==> src/rtl/conv_acc_requant.sv <==
// rtl/conv_acc_requant.sv - accumulates channel partial sums, adds bias, requantises to INT8
// Define CONV_ACC_RELU_EN to clamp the output range to [0,127] instead of [-128,127].
module conv_acc_requant #(
  parameter int NUM_CH  = 3,
  parameter int ACC_W   = 32,
  parameter int OUT_PIX = 480,
  localparam int CH_W   = (NUM_CH  > 1) ? $clog2(NUM_CH)  : 1,
  localparam int PIX_W  = (OUT_PIX > 1) ? $clog2(OUT_PIX) : 1
) (
  input  logic                    clk,
  input  logic                    rst_n,
  input  logic                    clear,
  input  logic                    din_valid,
  input  logic signed [17:0]      din,
  input  logic signed [ACC_W-1:0] bias,
  input  logic        [4:0]       shift,
  output logic                    dout_valid,
  output logic signed [7:0]       dout,
  output logic                    frame_done,
  output logic        [CH_W-1:0]  ch_cnt,
  output logic        [PIX_W-1:0] pix_cnt
);

  localparam logic [CH_W-1:0]         CH_LAST  = CH_W'(NUM_CH - 1);
  localparam logic [PIX_W-1:0]        PIX_LAST = PIX_W'(OUT_PIX - 1);
  localparam logic signed [ACC_W:0]   SAT_HI   = (ACC_W+1)'(127);
`ifdef CONV_ACC_RELU_EN
  localparam logic signed [ACC_W:0]   SAT_LO   = '0;
`else
  localparam logic signed [ACC_W:0]   SAT_LO   = (ACC_W+1)'(-128);
`endif

  logic signed [ACC_W-1:0] acc_q, acc_d;
  logic signed [ACC_W-1:0] sum_q, sum_d;
  logic        [CH_W-1:0]  ch_q, ch_d;
  logic        [PIX_W-1:0] pix_q, pix_d;
  logic        [4:0]       sh_q, sh_d;
  logic                    stb_q, stb_d;
  logic signed [7:0]       dout_q, dout_d;
  logic                    dval_q, dval_d;
  logic                    fd_q, fd_d;

  logic signed [ACC_W-1:0] din_ext;
  logic signed [ACC_W-1:0] acc_sum;
  logic signed [ACC_W:0]   sum_ext;
  logic signed [ACC_W:0]   rnd;
  logic signed [ACC_W:0]   t;
  logic                    last_beat;

  always_comb begin
    din_ext   = ACC_W'(din);
    acc_sum   = acc_q + din_ext;
    last_beat = (ch_q == CH_LAST);
    // One extra bit of headroom so the half-LSB rounding add never wraps.
    sum_ext   = (ACC_W+1)'(sum_q);
    rnd       = (sh_q == 5'd0) ? '0 : ((ACC_W+1)'(1) << (sh_q - 5'd1));
    t         = (sum_ext + rnd) >>> sh_q;

    acc_d  = acc_q;
    ch_d   = ch_q;
    pix_d  = pix_q;
    sum_d  = sum_q;
    sh_d   = sh_q;
    stb_d  = 1'b0;
    dout_d = dout_q;
    dval_d = 1'b0;
    fd_d   = 1'b0;

    if (clear) begin
      acc_d = '0;
      ch_d  = '0;
      pix_d = '0;
    end else begin
      if (din_valid) begin
        if (last_beat) begin
          sum_d = acc_sum + bias;
          sh_d  = shift;
          acc_d = '0;
          ch_d  = '0;
          stb_d = 1'b1;
        end else begin
          acc_d = acc_sum;
          ch_d  = ch_q + CH_W'(1);
        end
      end
      if (stb_q) begin
        dval_d = 1'b1;
        fd_d   = (pix_q == PIX_LAST);
        pix_d  = (pix_q == PIX_LAST) ? '0 : pix_q + PIX_W'(1);
        if (t > SAT_HI) begin
          dout_d = SAT_HI[7:0];
        end else if (t < SAT_LO) begin
          dout_d = SAT_LO[7:0];
        end else begin
          dout_d = t[7:0];
        end
      end
    end
  end

  always_ff @(posedge clk or negedge rst_n) begin
    if (!rst_n) begin
      acc_q  <= '0;
      sum_q  <= '0;
      ch_q   <= '0;
      pix_q  <= '0;
      sh_q   <= '0;
      stb_q  <= 1'b0;
      dout_q <= '0;
      dval_q <= 1'b0;
      fd_q   <= 1'b0;
    end else begin
      acc_q  <= acc_d;
      sum_q  <= sum_d;
      ch_q   <= ch_d;
      pix_q  <= pix_d;
      sh_q   <= sh_d;
      stb_q  <= stb_d;
      dout_q <= dout_d;
      dval_q <= dval_d;
      fd_q   <= fd_d;
    end
  end

  assign dout_valid = dval_q;
  assign dout       = dout_q;
  assign frame_done = fd_q;
  assign ch_cnt     = ch_q;
  assign pix_cnt    = pix_q;

endmodule

==> config.mk <==
export PLATFORM = sky130hd
export DESIGN_NAME = conv_acc_requant
export DESIGN_NICKNAME = d
export VERILOG_FILES = /design/src/rtl/conv_acc_requant.sv
export SDC_FILE = /design/constraint.sdc
export NUM_CORES = 1
export LEC_CHECK = 0
export CAP_MARGIN = 10
export CORE_AREA = 2 2 136 138
export DETAILED_ROUTE_END_ITERATION = 16
export DIE_AREA = 0 0 138 140
export PLACE_DENSITY = 0.85
export SYNTH_ARGS = -nofsm -noshare
export SYNTH_HDL_FRONTEND = slang
export SYNTH_SLANG_ARGS = --single-unit
==> constraint.sdc <==
create_clock -name clk -period 8.4 [get_ports clk]
set_input_delay 1.68 -clock clk [delete_from_list [all_inputs] [get_ports clk]]
set_output_delay 1.68 -clock clk [all_outputs]
set_load 0.05 [all_outputs]
==> out/metrics.csv, run 1 <==
metric,value,unit
worst slew slack as a fraction of its limit,0.2788,
Flop pwr share,0.161,
Max Cap Violations,0,
number of buffers inserted by hold repair at cts,0,
sequential cell area,2277,sq um
number of setup violations in the final report,0,
period utilisation layout,0.9173,
detailed-router iteration count before antenna repair,7,
uppermost signal routing layer after detailed routing,met5,
Hold Slack,484.5,ps
vertical die dimension,140,um
TNS Setup,0,ps
mean routed wirelength per cell,20.42,um
"most common cell after layout, fill and taps aside",nor2_1,
I/O pin total,80,
die area,19320,sq um
wl on met1,15.01,mm
Worst-path clk slew,70,ps
share of total power consumed by net switching,0.5364,
share of flip-flops with an asynchronous set or reset after synthesis,1.000,
most frequent cells in the layout,"nor2_1 (153), nand2_1 (141), o21ai_0 (115), a21oi_1 (101), ha_1 (95)",
final clock skew,11.68,ps
Worst Tran Pin Value,1055,ps
worst flop-to-flop path startpoint,sh_q[1],
count of nets after finishing,1654,
area of the multi-input gates,8586,sq um
final hold violations,0,
Synth cell types,100,
final period demand of the worst path,7705,ps
Critical Path Slowest Stage Cell,o41ai_1,
post-layout utilization of the core,0.7015,
overall fraction of global-route tracks in use,0.3550,
launching instance or port of the critical path,din[0],
GRT overflow,0,
Hold Path Class,reg2reg,
fillcell total,1462,
post-synthesis cell area,11340,sq um
setup repair after global routing missed its margin,no,
number of max-slew violations in the final report,0,
number of buffers added by the clock tree synthesis step,9,
syn nets,1631,
row count,49,
Worst path max stage delay,440,ps
Yosys warning total,0,
CTS max path bufs,2,
post-detailed-placement half-perimeter wirelength,26.37,mm
data arrival time of the worst path,7960,ps
largest fanout on the critical path,4,
post-synthesis average cell area,7.695,sq um
Met2 Routed Length,15.45,mm
Core Region,17780,sq um
cell internal pwr,1.790,mW
share of the yosys chip area belonging to registers,0.2008,
number of post-CTS setup repair buffers,0,
Cells after Synth,1474,
number of design-rule violations left by the first detailed-router iteration,1378,
Worst IR Drop VDD,0.0002316,V
"Buf+Inv Stages, Crit Path",1,
die width,138,um
via count of the first global-routing pass,11220,
maximum clock rate,129.8,MHz
Avg Vias per Cell,6.978,
clock power share,0.109,
crit-path leading delay family,compound AO/OA/AOI/OAI gates,
cell repeated most along the worst path,o21ai_0,
Reg2Reg Setup Slack,1470,ps
global-route wire length before repair,56.89,mm
power per standard cell area,309.5,nW/um^2
met3 routed wirelength,3.269,mm
share of cells above drive strength 1,0.05929,
effective utilization at floorplan,0.6379,
endpoint kind of the worst setup timing path,flop,
final weighted congestion in routability-driven placement,1.101,
via count,12070,
P&R area growth vs syn,9.962,%
critical path start-end classification,in2reg,
CTS sink cnt,91,
antenna fix cells,0,
post-route antenna net violation count,0,
DRC violations left,0,
number of antenna violations at the first check in global routing,1,
Leakage Power,5.281,nW
pin count of the biggest net entering global routing,57,
capture endpoint of the worst hold path,dout[7],
Routed WL,35.33,mm
Root Buffer Master,clkbuf_16,
number of enable-type register cells in the synthesized netlist,0,
endpoint of the worst-slack reg-to-reg timing path,dout[6],
data required time at the worst endpoint,8660,ps
TritonCTS clock tree,built,
origin of the worst min-delay path,dout[7],
logic gate share of total power,0.730,
post-synthesis register bit count,91,
depth of the most critical reg-to-reg path,18,
latest clock arrival within the worst-skew pair,350,ps
level count of the clock H-tree,3,
total of cells resized after clock tree synthesis,0,
Most used DFF post-synth,dfrtp_1,
kind of launch point of the worst setup path,primary input,
number of port buffers,79,
status,"finished, final reports clean",
cell count of the worst hold path,2,
Switch Pwr,2.071,mW
[worst max path at each step]
stage	slack (ps)	to	cells after the start
4_1_cts	780	sum_q[31]	26
5_1_grt	260	sum_q[31]	26
2_1_floorplan	1930	sum_q[29]	25
3_5_place_dp	590	sum_q[31]	26
6_report	690	sum_q[31]	26
3_3_place_gp	860	sum_q[31]	26
[synthesized netlist by cell type (14+ instances only)]
library cell,number,area [sq um]
ha_1,95,1189
o22ai_1,15,93.84
clkbuf_1,54,202.7
xnor2_1,39,341.6
mux2i_1,24,240.2
a31oi_1,28,175.2
and3_1,18,112.6
o21a_1,23,172.7
dfrtp_1,91,2277
inv_1,29,108.9
a21oi_1,101,505.5
nand4_1,31,193.9
o21ai_0,115,575.6
o211ai_1,15,112.6
a211oi_1,28,210.2
xor2_1,38,332.8
a21o_1,27,202.7
a22o_1,34,297.8
nand2_1,141,529.3
nor2_1,154,578.1
nand3_1,52,260.3
o21bai_1,14,105.1
nor3_1,40,200.2
[per-stage QoR]
stage	cells	total power, mW	instance area, sq um	setup slack, ps
after floorplan	1474	2.648	11340	1931
after global placement	1715	3.268	12170	855.7
after detailed placement	1715	3.314	12170	593.0
after CTS	1730	3.753	12470	784.0
after global routing	1730	4.086	12470	260.5
final	1730	3.860	12470	695.0
[worst min-delay path, cell delays in order, from the launching register on]
cell,delay [ps]
dfrtp_1,350
nand2_1,50
nand2_1,50
[final cells by class]
class	instances	share of cell area
clock buffers	9	0.01806
clock inverters	6	0.005819
inverters	31	0.009330
multi-input cells	1269	0.6884
flip-flops and latches	91	0.1826
well taps	229	0.02297
repair buffers	95	0.07283
[flip-flops by register name (all words and copies together), names as in the netlist]
register	count
dout_valid	1
stb_q	1
ch_cnt	2
acc_q	32
dout	8
pix_cnt	9
sh_q	5
sum_q	32
frame_done	1
[cells by family (layout without fill, tap and decap cells)]
logic type                 count (synthesis)  after routing  synth area share
muxes                                     35             35           0.03508
and+or+nand+nor                          523            523            0.2223
AOI/OAI and AO/OA                        534            534            0.3271
xor gates and xnor gates                  78             78           0.06145
buffers and inverters                    114            141           0.04291
other                                      1              1         0.0003306
DFF                                       91             91            0.2008
adders and majority gates                 98             98            0.1101
[metal layers]
layer,track usage,vias to the layer above
met3,0.05197,136
met4,0.1482,2
met5,0,-
met2,0.5584,684
met1,0.4917,5625
li1,-,5625
[power groups by stage]
stage               sequential, mW  clock, mW  combinational (mW)
CTS                          0.620      0.424                2.71
global placement             0.623          0                2.65
detailed placement           0.627          0                2.69
floorplan                    0.601          0                2.05
finish                       0.622      0.421                2.82
global route                 0.633      0.438                3.02
(Power assumes the default switching activity.)
==> inputs of run 2 (changes only) <==
Settings changed: CORE_AREA 2 2 136 138 to 2 2 146 148, CTS_CLUSTER_SIZE from default to 16, DIE_AREA 0 0 138 140 to 0 0 148 150, PLACE_DENSITY 0.85 to 0.78.
Clock period 8.4 ns to 6.8 ns, I/O delays scaled along.
==> run 2 against run 1 <==
Effect of this change: clock-buffer cell count grew 2; first-iteration DRC count shrank 17%; clock power grew 32%; power grew 28%; sequential power grew 22%; clock skew shrank 0.59 ps; routed wire length grew 1.2%; hold slack gained 2.2 ps; global-route usage shrank 3.3 points; design area grew 3.3%; die area grew 15%; critical path depth grew 2; critical path type unchanged; critical endpoint unchanged; largest cell class unchanged; largest power group unchanged.
==> out/metrics.csv, run 2 (synthesized netlist as in run 1, its figures left out) <==
metric,value,unit,change
row count,53,,was 49
latest clock arrival within the worst-skew pair,360,ps,was 350 ps
critical path start-end classification,in2reg,,unchanged
Critical Path Slowest Stage Cell,clkdlybuf4s50_1,,was o41ai_1
post-route antenna net violation count,0,,unchanged
data required time at the worst endpoint,7020,ps,was 8660 ps
Worst-path clk slew,60,ps,was 70 ps
via count of the first global-routing pass,11150,,was 11220
origin of the worst min-delay path,dout[7],,unchanged
placed cell area,12460,sq um,was 12170 sq um
number of design-rule violations left by the first detailed-router iteration,1145,,was 1378
number of antenna violations at the first check in global routing,1,,unchanged
cell count after placement,1791,,was 1715
maximum clock rate,153.0,MHz,
Worst Tran Pin Value,1250,ps,was 1055 ps
number of buffers inserted by hold repair at cts,0,,unchanged
largest fanout on the critical path,2,,was 4
I/O pin total,80,,unchanged
Avg Vias per Cell,6.669,,was 6.978
GRT overflow,0,,unchanged
global-route wire length before repair,57.89,mm,was 56.89 mm
period utilisation layout,0.9613,,
Routed WL,35.76,mm,was 35.33 mm
most used routing layer in global routing,met2,,unchanged
vertical die dimension,150,um,was 140 um
DRC violations left,0,,unchanged
Place WS,-241.9,ps,was 593.0 ps
Max Cap Violations,0,,unchanged
Hold Path Class,reg2reg,,unchanged
final period demand of the worst path,6537,ps,
number of setup violations in the final report,0,,unchanged
cell count of the worst hold path,2,,unchanged
met1 GRT Util,0.4554,,was 0.4917
TNS Setup,0,ps,unchanged
P&R area growth vs syn,13.55,%,was 9.962%
effective utilization at floorplan,0.5482,,was 0.6379
share of cells above drive strength 1,0.08854,,was 0.05929
total power,4.929,mW,was 3.860 mW
kind of launch point of the worst setup path,primary input,,unchanged
worst slew slack as a fraction of its limit,0.1454,,was 0.2788
power per standard cell area,382.8,nW/um^2,was 309.5 nW/um^2
number of max-slew violations in the final report,0,,unchanged
Root Buffer Master,clkbuf_16,,unchanged
CTS sink cnt,91,,unchanged
count of nets after finishing,1688,,was 1654
"most common cell after layout, fill and taps aside",nor2_1,,unchanged
final hold violations,0,,unchanged
die width,148,um,was 138 um
post-detailed-placement half-perimeter wirelength,27.33,mm,was 26.37 mm
worst flop-to-flop path startpoint,sh_q[3],,was sh_q[1]
M3 GR Usage,0.04390,,was 0.05197
"Non-Filler Cell Area, Final",12880,sq um,was 12470 sq um
Hold Slack,486.7,ps,was 484.5 ps
capture endpoint of the worst hold path,dout[7],,unchanged
number of buffers added by the clock tree synthesis step,9,,unchanged
overall fraction of global-route tracks in use,0.3218,,was 0.3550
post-route insts no fill,1811,,was 1730
pin count of the biggest net entering global routing,57,,unchanged
antenna fix cells,0,,unchanged
detailed-router iteration count before antenna repair,6,,was 7
final weighted congestion in routability-driven placement,1.018,,was 1.101
Worst IR Drop VDD,0.0001476,V,was 0.0002316 V
cell repeated most along the worst path,o41ai_2,,was o21ai_0
via count,12080,,was 12070
Leakage Power,5.470,nW,was 5.281 nW
most frequent cells in the layout,"nor2_1 (153), nand2_1 (141), o21ai_0 (110), a21oi_1 (99), ha_1 (94)",,"was nor2_1 (153), nand2_1 (141), o21ai_0 (115), a21oi_1 (101), ha_1 (95)"
CTS max path bufs,2,,unchanged
Worst path max stage delay,410,ps,was 440 ps
Core Region,20690,sq um,was 17780 sq um
status,"finished, final reports clean",,unchanged
mean routed wirelength per cell,19.75,um,was 20.42 um
Reg2Reg Setup Slack,520,ps,was 1470 ps
endpoint kind of the worst setup timing path,flop,,unchanged
post-layout utilization of the core,0.6225,,was 0.7015
number of port buffers,79,,unchanged
data arrival time of the worst path,6750,ps,was 7960 ps
level count of the clock H-tree,3,,unchanged
die area,22200,sq um,was 19320 sq um
met2 usage,0.5002,,was 0.5584
Setup WS post-layout,263.0,ps,was 695.0 ps
endpoint of the worst-slack reg-to-reg timing path,dout[0],,was dout[6]
final clock skew,11.09,ps,was 11.68 ps
depth of the most critical reg-to-reg path,18,,unchanged
TritonCTS clock tree,built,,unchanged
[run 2: how the worst max path moves through the flow]
stage | start | end | depth (start not counted)
2_1_floorplan | din[0] | sum_q[29] | 25
3_3_place_gp | din[0] | sum_q[29] | 28
3_5_place_dp | din[0] | sum_q[31] | 28
4_1_cts | din[0] | sum_q[31] | 28
5_1_grt | din[0] | sum_q[29] | 28
6_report | din[0] | sum_q[31] | 28
[run 2: layout make-up]
type	instances	area (sq um)
fill	1879	7811
clock buffer	11	242.7
clock inverter	5	83.83
timing repair buffer	129	1164
multi-input combinational	1269	8651
tap	275	344.1
sequential	91	2277
inverter	31	116.4
[run 2: report_power, final]
| part | switching [mW] | internal (mW) |
|---|---|---|
| sequential | 0.101 | 0.660 |
| combinational | 2.26 | 1.35 |
| clock | 0.220 | 0.334 |
| total | 2.58 | 2.35 |
[run 2: metal layers]
layer  up-vias  wire length [um]  share of wire
met5         -                13        0.00036
met4         2              1306          0.037
met3       106              2967          0.083
met2       599             15660           0.44
met1      5658             15810           0.44
li1       5713                 -              -
[run 2: worst max-delay path, delay by kind of cell]
kind                       cells  cell delay [ps]
AOI/OAI and AO/OA             16             2560
and+or+nand+nor                4              730
buffers and inverters          3              760
adders and majority gates      3              890
xor gates and xnor gates       2              450
[run 2: what timing repair did]
item / 4_1_cts / 5_1_grt
endpoints found under the setup margin: 0 / 3
resized for setup: 0 / 18
buffers inserted: 0 / 4
endpoints found under the hold margin: 0 / 0
==> inputs of run 3 (changes only) <==
Settings changed: ABC_AREA from default to 1, CORE_AREA 2 2 146 148 to 2 2 150 152, DIE_AREA 0 0 148 150 to 0 0 152 154.
==> run 3 against run 2 <==
Effect of this change: critical path depth decreased by 4; synthesized cell count grew 37%; via count increased by 9.8%; final cell count up 30%; power rose by 5.3%.
==> out/metrics.csv, run 3 <==
metric,value,unit,change
Worst path max stage delay,410,ps,about the same
"most common cell after layout, fill and taps aside",nand2_1,,was nor2_1
row count,54,,was 53
Most used DFF post-synth,dfrtp_1,,unchanged
number of setup violations in the final report,0,,unchanged
number of post-CTS setup repair buffers,0,,unchanged
global-route wire length before repair,62.82,mm,was 57.89 mm
Leakage Power,7.188,nW,was 5.470 nW
overall fraction of global-route tracks in use,0.3273,,was 0.3218
syn nets,2171,,was 1631
data arrival time of the worst path,5970,ps,was 6750 ps
"Buf+Inv Stages, Crit Path",2,,was 3
post-synthesis register bit count,91,,unchanged
biggest area contributors in the synthesized netlist,"nand2_1 (20%), dfrtp_1 (19%), nand3_1 (13%)",,"was dfrtp_1 (20%), ha_1 (10%), nor2_1 (5.1%)"
M3 GR Usage,0.03523,,was 0.04390
TNS Setup,0,ps,unchanged
Cells after Synth,2014,,was 1474
via count of the first global-routing pass,12490,,was 11150
number of design-rule violations left by the first detailed-router iteration,1098,,was 1145
met2 usage,0.5583,,was 0.5002
endpoint kind of the worst setup timing path,flop,,unchanged
share of flip-flops with an asynchronous set or reset after synthesis,1.000,,unchanged
GRT overflow,0,,unchanged
number of buffers added by the clock tree synthesis step,9,,unchanged
post-route antenna net violation count,0,,unchanged
number of buffers inserted by hold repair at cts,0,,unchanged
Synth cell types,54,,was 100
setup repair after global routing missed its margin,no,,
cell accounting for the most synthesized area,nand2_1,,was dfrtp_1
final weighted congestion in routability-driven placement,0.9863,,was 1.018
final hold violations,0,,unchanged
met1 GRT Util,0.4442,,was 0.4554
crit-path leading delay family,compound AO/OA/AOI/OAI gates,,unchanged
Worst-path clk slew,70,ps,was 60 ps
die width,152,um,was 148 um
Place WS,822.3,ps,was -241.9 ps
final clock skew,13.17,ps,was 11.09 ps
worst slew slack as a fraction of its limit,0.3487,,was 0.1454
TritonCTS clock tree,built,,unchanged
DRC violations left,0,,unchanged
post-synthesis cell area,12040,sq um,was 11340 sq um
latest clock arrival within the worst-skew pair,360,ps,about the same
detailed-router iteration count before antenna repair,6,,unchanged
CTS max path bufs,2,,unchanged
status,"finished, final reports clean",,unchanged
Avg Vias per Cell,5.650,,was 6.669
Synth top cells by count,"nand2_1 (642), nand3_1 (322), inv_1 (237)",,"was nor2_1 (154), nand2_1 (141), o21ai_0 (115)"
vertical die dimension,154,um,was 150 um
worst-path cell chain,clkdlybuf4s50_1 > ha_1 > a21oi_1 > o21ai_1 > a21oi_1 > o21ai_1 > a21boi_1 > o21ai_2 > a21boi_2 > o21ai_1 > nand3_1 > nand2_1 > xor2_1 > ha_1 > a21oi_1 > inv_1 > a21oi_1 > o21bai_1 > a221oi_1 > nand2_1 > a21boi_1 > o21ai_0 > xor2_1 > o21ai_1,,
most frequent cells in the layout,"nand2_1 (642), nand3_1 (322), inv_1 (237), nor2_1 (146), ha_1 (95)",,"was nor2_1 (153), nand2_1 (141), o21ai_0 (110), a21oi_1 (99), ha_1 (94)"
largest fanout on the critical path,6,,was 2
CTS sink cnt,91,,unchanged
Worst IR Drop VDD,0.0002480,V,was 0.0001476 V
mean routed wirelength per cell,16.42,um,was 19.75 um
post-synthesis average cell area,5.980,sq um,was 7.695 sq um
I/O pin total,80,,unchanged
number of antenna violations at the first check in global routing,0,,was 1
P&R area growth vs syn,11.42,%,was 13.55%
pin count of the biggest net entering global routing,77,,was 57
Yosys warning total,0,,unchanged
data required time at the worst endpoint,7020,ps,about the same
Max Cap Violations,0,,unchanged
die area,23410,sq um,was 22200 sq um
Hold Path Class,reg2reg,,unchanged
level count of the clock H-tree,3,,unchanged
Root Buffer Master,clkbuf_16,,unchanged
Setup WS post-layout,1045,ps,was 263.0 ps
antenna fix cells,0,,unchanged
via count,13260,,was 12080
maximum clock rate,173.8,MHz,was 153.0 MHz
total of cells resized after clock tree synthesis,0,,unchanged
Critical Path Slowest Stage Cell,clkdlybuf4s50_1,,unchanged
Reg2Reg Setup Slack,1650,ps,was 520 ps
effective utilization at floorplan,0.5553,,was 0.5482
power per standard cell area,386.8,nW/um^2,was 382.8 nW/um^2
number of max-slew violations in the final report,0,,unchanged
most used routing layer in global routing,met2,,unchanged
share of the yosys chip area belonging to registers,0.1891,,was 0.2008
share of cells above drive strength 1,0.05128,,was 0.08854
critical path start-end classification,in2reg,,unchanged
number of enable-type register cells in the synthesized netlist,0,,unchanged
count of nets after finishing,2219,,was 1688
most used standard cell by instance count after synthesis,nand2_1,,was nor2_1
share of Yosys cell area claimed by the top area cell type,0.2001,,was 0.2008
number of port buffers,79,,unchanged
Worst Tran Pin Value,977.0,ps,was 1250 ps
post-detailed-placement half-perimeter wirelength,31.74,mm,was 27.33 mm
final period demand of the worst path,5755,ps,was 6537 ps
kind of launch point of the worst setup path,primary input,,unchanged
Core Region,21690,sq um,was 20690 sq um
period utilisation layout,0.8464,,was 0.9613
Routed WL,38.54,mm,was 35.76 mm
run 3: cell types whose count changed after synthesis, moves of 21 or more:
cell | previous run | this run
nand2_1 | 141 | 642
o21ai_0 | 115 | 72
mux2i_1 | 24 | 0
a211oi_1 | 28 | 1
nand3_1 | 52 | 322
nand2_2 | 0 | 26
clkbuf_1 | 54 | 32
a31oi_1 | 28 | 6
inv_1 | 29 | 237
nor3_1 | 40 | 8
a21o_1 | 27 | 3
o21a_1 | 23 | 2
run 3: final cells by class:
class	instances	area, sq um
clock buffers	10	239.0
clock inverters	6	118.9
fillers	2156	8269
inverters	246	925.9
multi-input cells	1618	8592
flip-flops and latches	91	2277
well taps	280	350.3
repair buffers	96	915.9
run 3: stage by stage:
step	utilization	total power [mW]	hold slack (ps)	std cells	area (sq um)
after detailed placement	0.6022	4.512	467.7	2331	13060
after global routing	0.6187	5.680	503.6	2347	13420
after global placement	0.6022	4.478	459.4	2331	13060
after CTS	0.6187	5.129	477.5	2347	13420
final	0.6187	5.190	481.6	2347	13420
after floorplan	-	3.601	448.0	2014	12040
run 3: layer usage:
| metal | routed length, um | up-vias |
|---|---|---|
| li1 | - | 6704 |
| met1 | 17540 | 6059 |
| met2 | 17910 | 444 |
| met3 | 2262 | 54 |
| met4 | 831 | 0 |
| met5 | 0 | - |
run 3: power breakdown:
part	switching [mW]	total (mW)	internal, mW
sequential	0.108	0.791	0.683
clock	0.226	0.600	0.374
combinational	2.53	3.80	1.27
total	2.86	5.19	2.33
run 3: logic make-up after synthesis:
group,after synthesis,synth area share
other cells,1,0.0003114
xor+xnor,70,0.05090
compound gates,244,0.1207
simple gates,1205,0.4374
flops,91,0.1891
buf+inv,305,0.09796
fa+ha+maj,98,0.1037
run 3: path summary, 6_finish.rpt:
check / startpoint / endpoint / cells past startpoint
max in group asynchronous: rst_n / acc_q[2] / 2
min in group asynchronous: rst_n / acc_q[16] / 1
worst max-delay path: din[2] / sum_q[28] / 24
worst max register to register: sh_q[0] / dout[3] / 31
worst min register to register: stb_q / pix_cnt[4] / 1
worst min-delay path: stb_q / pix_cnt[4] / 1
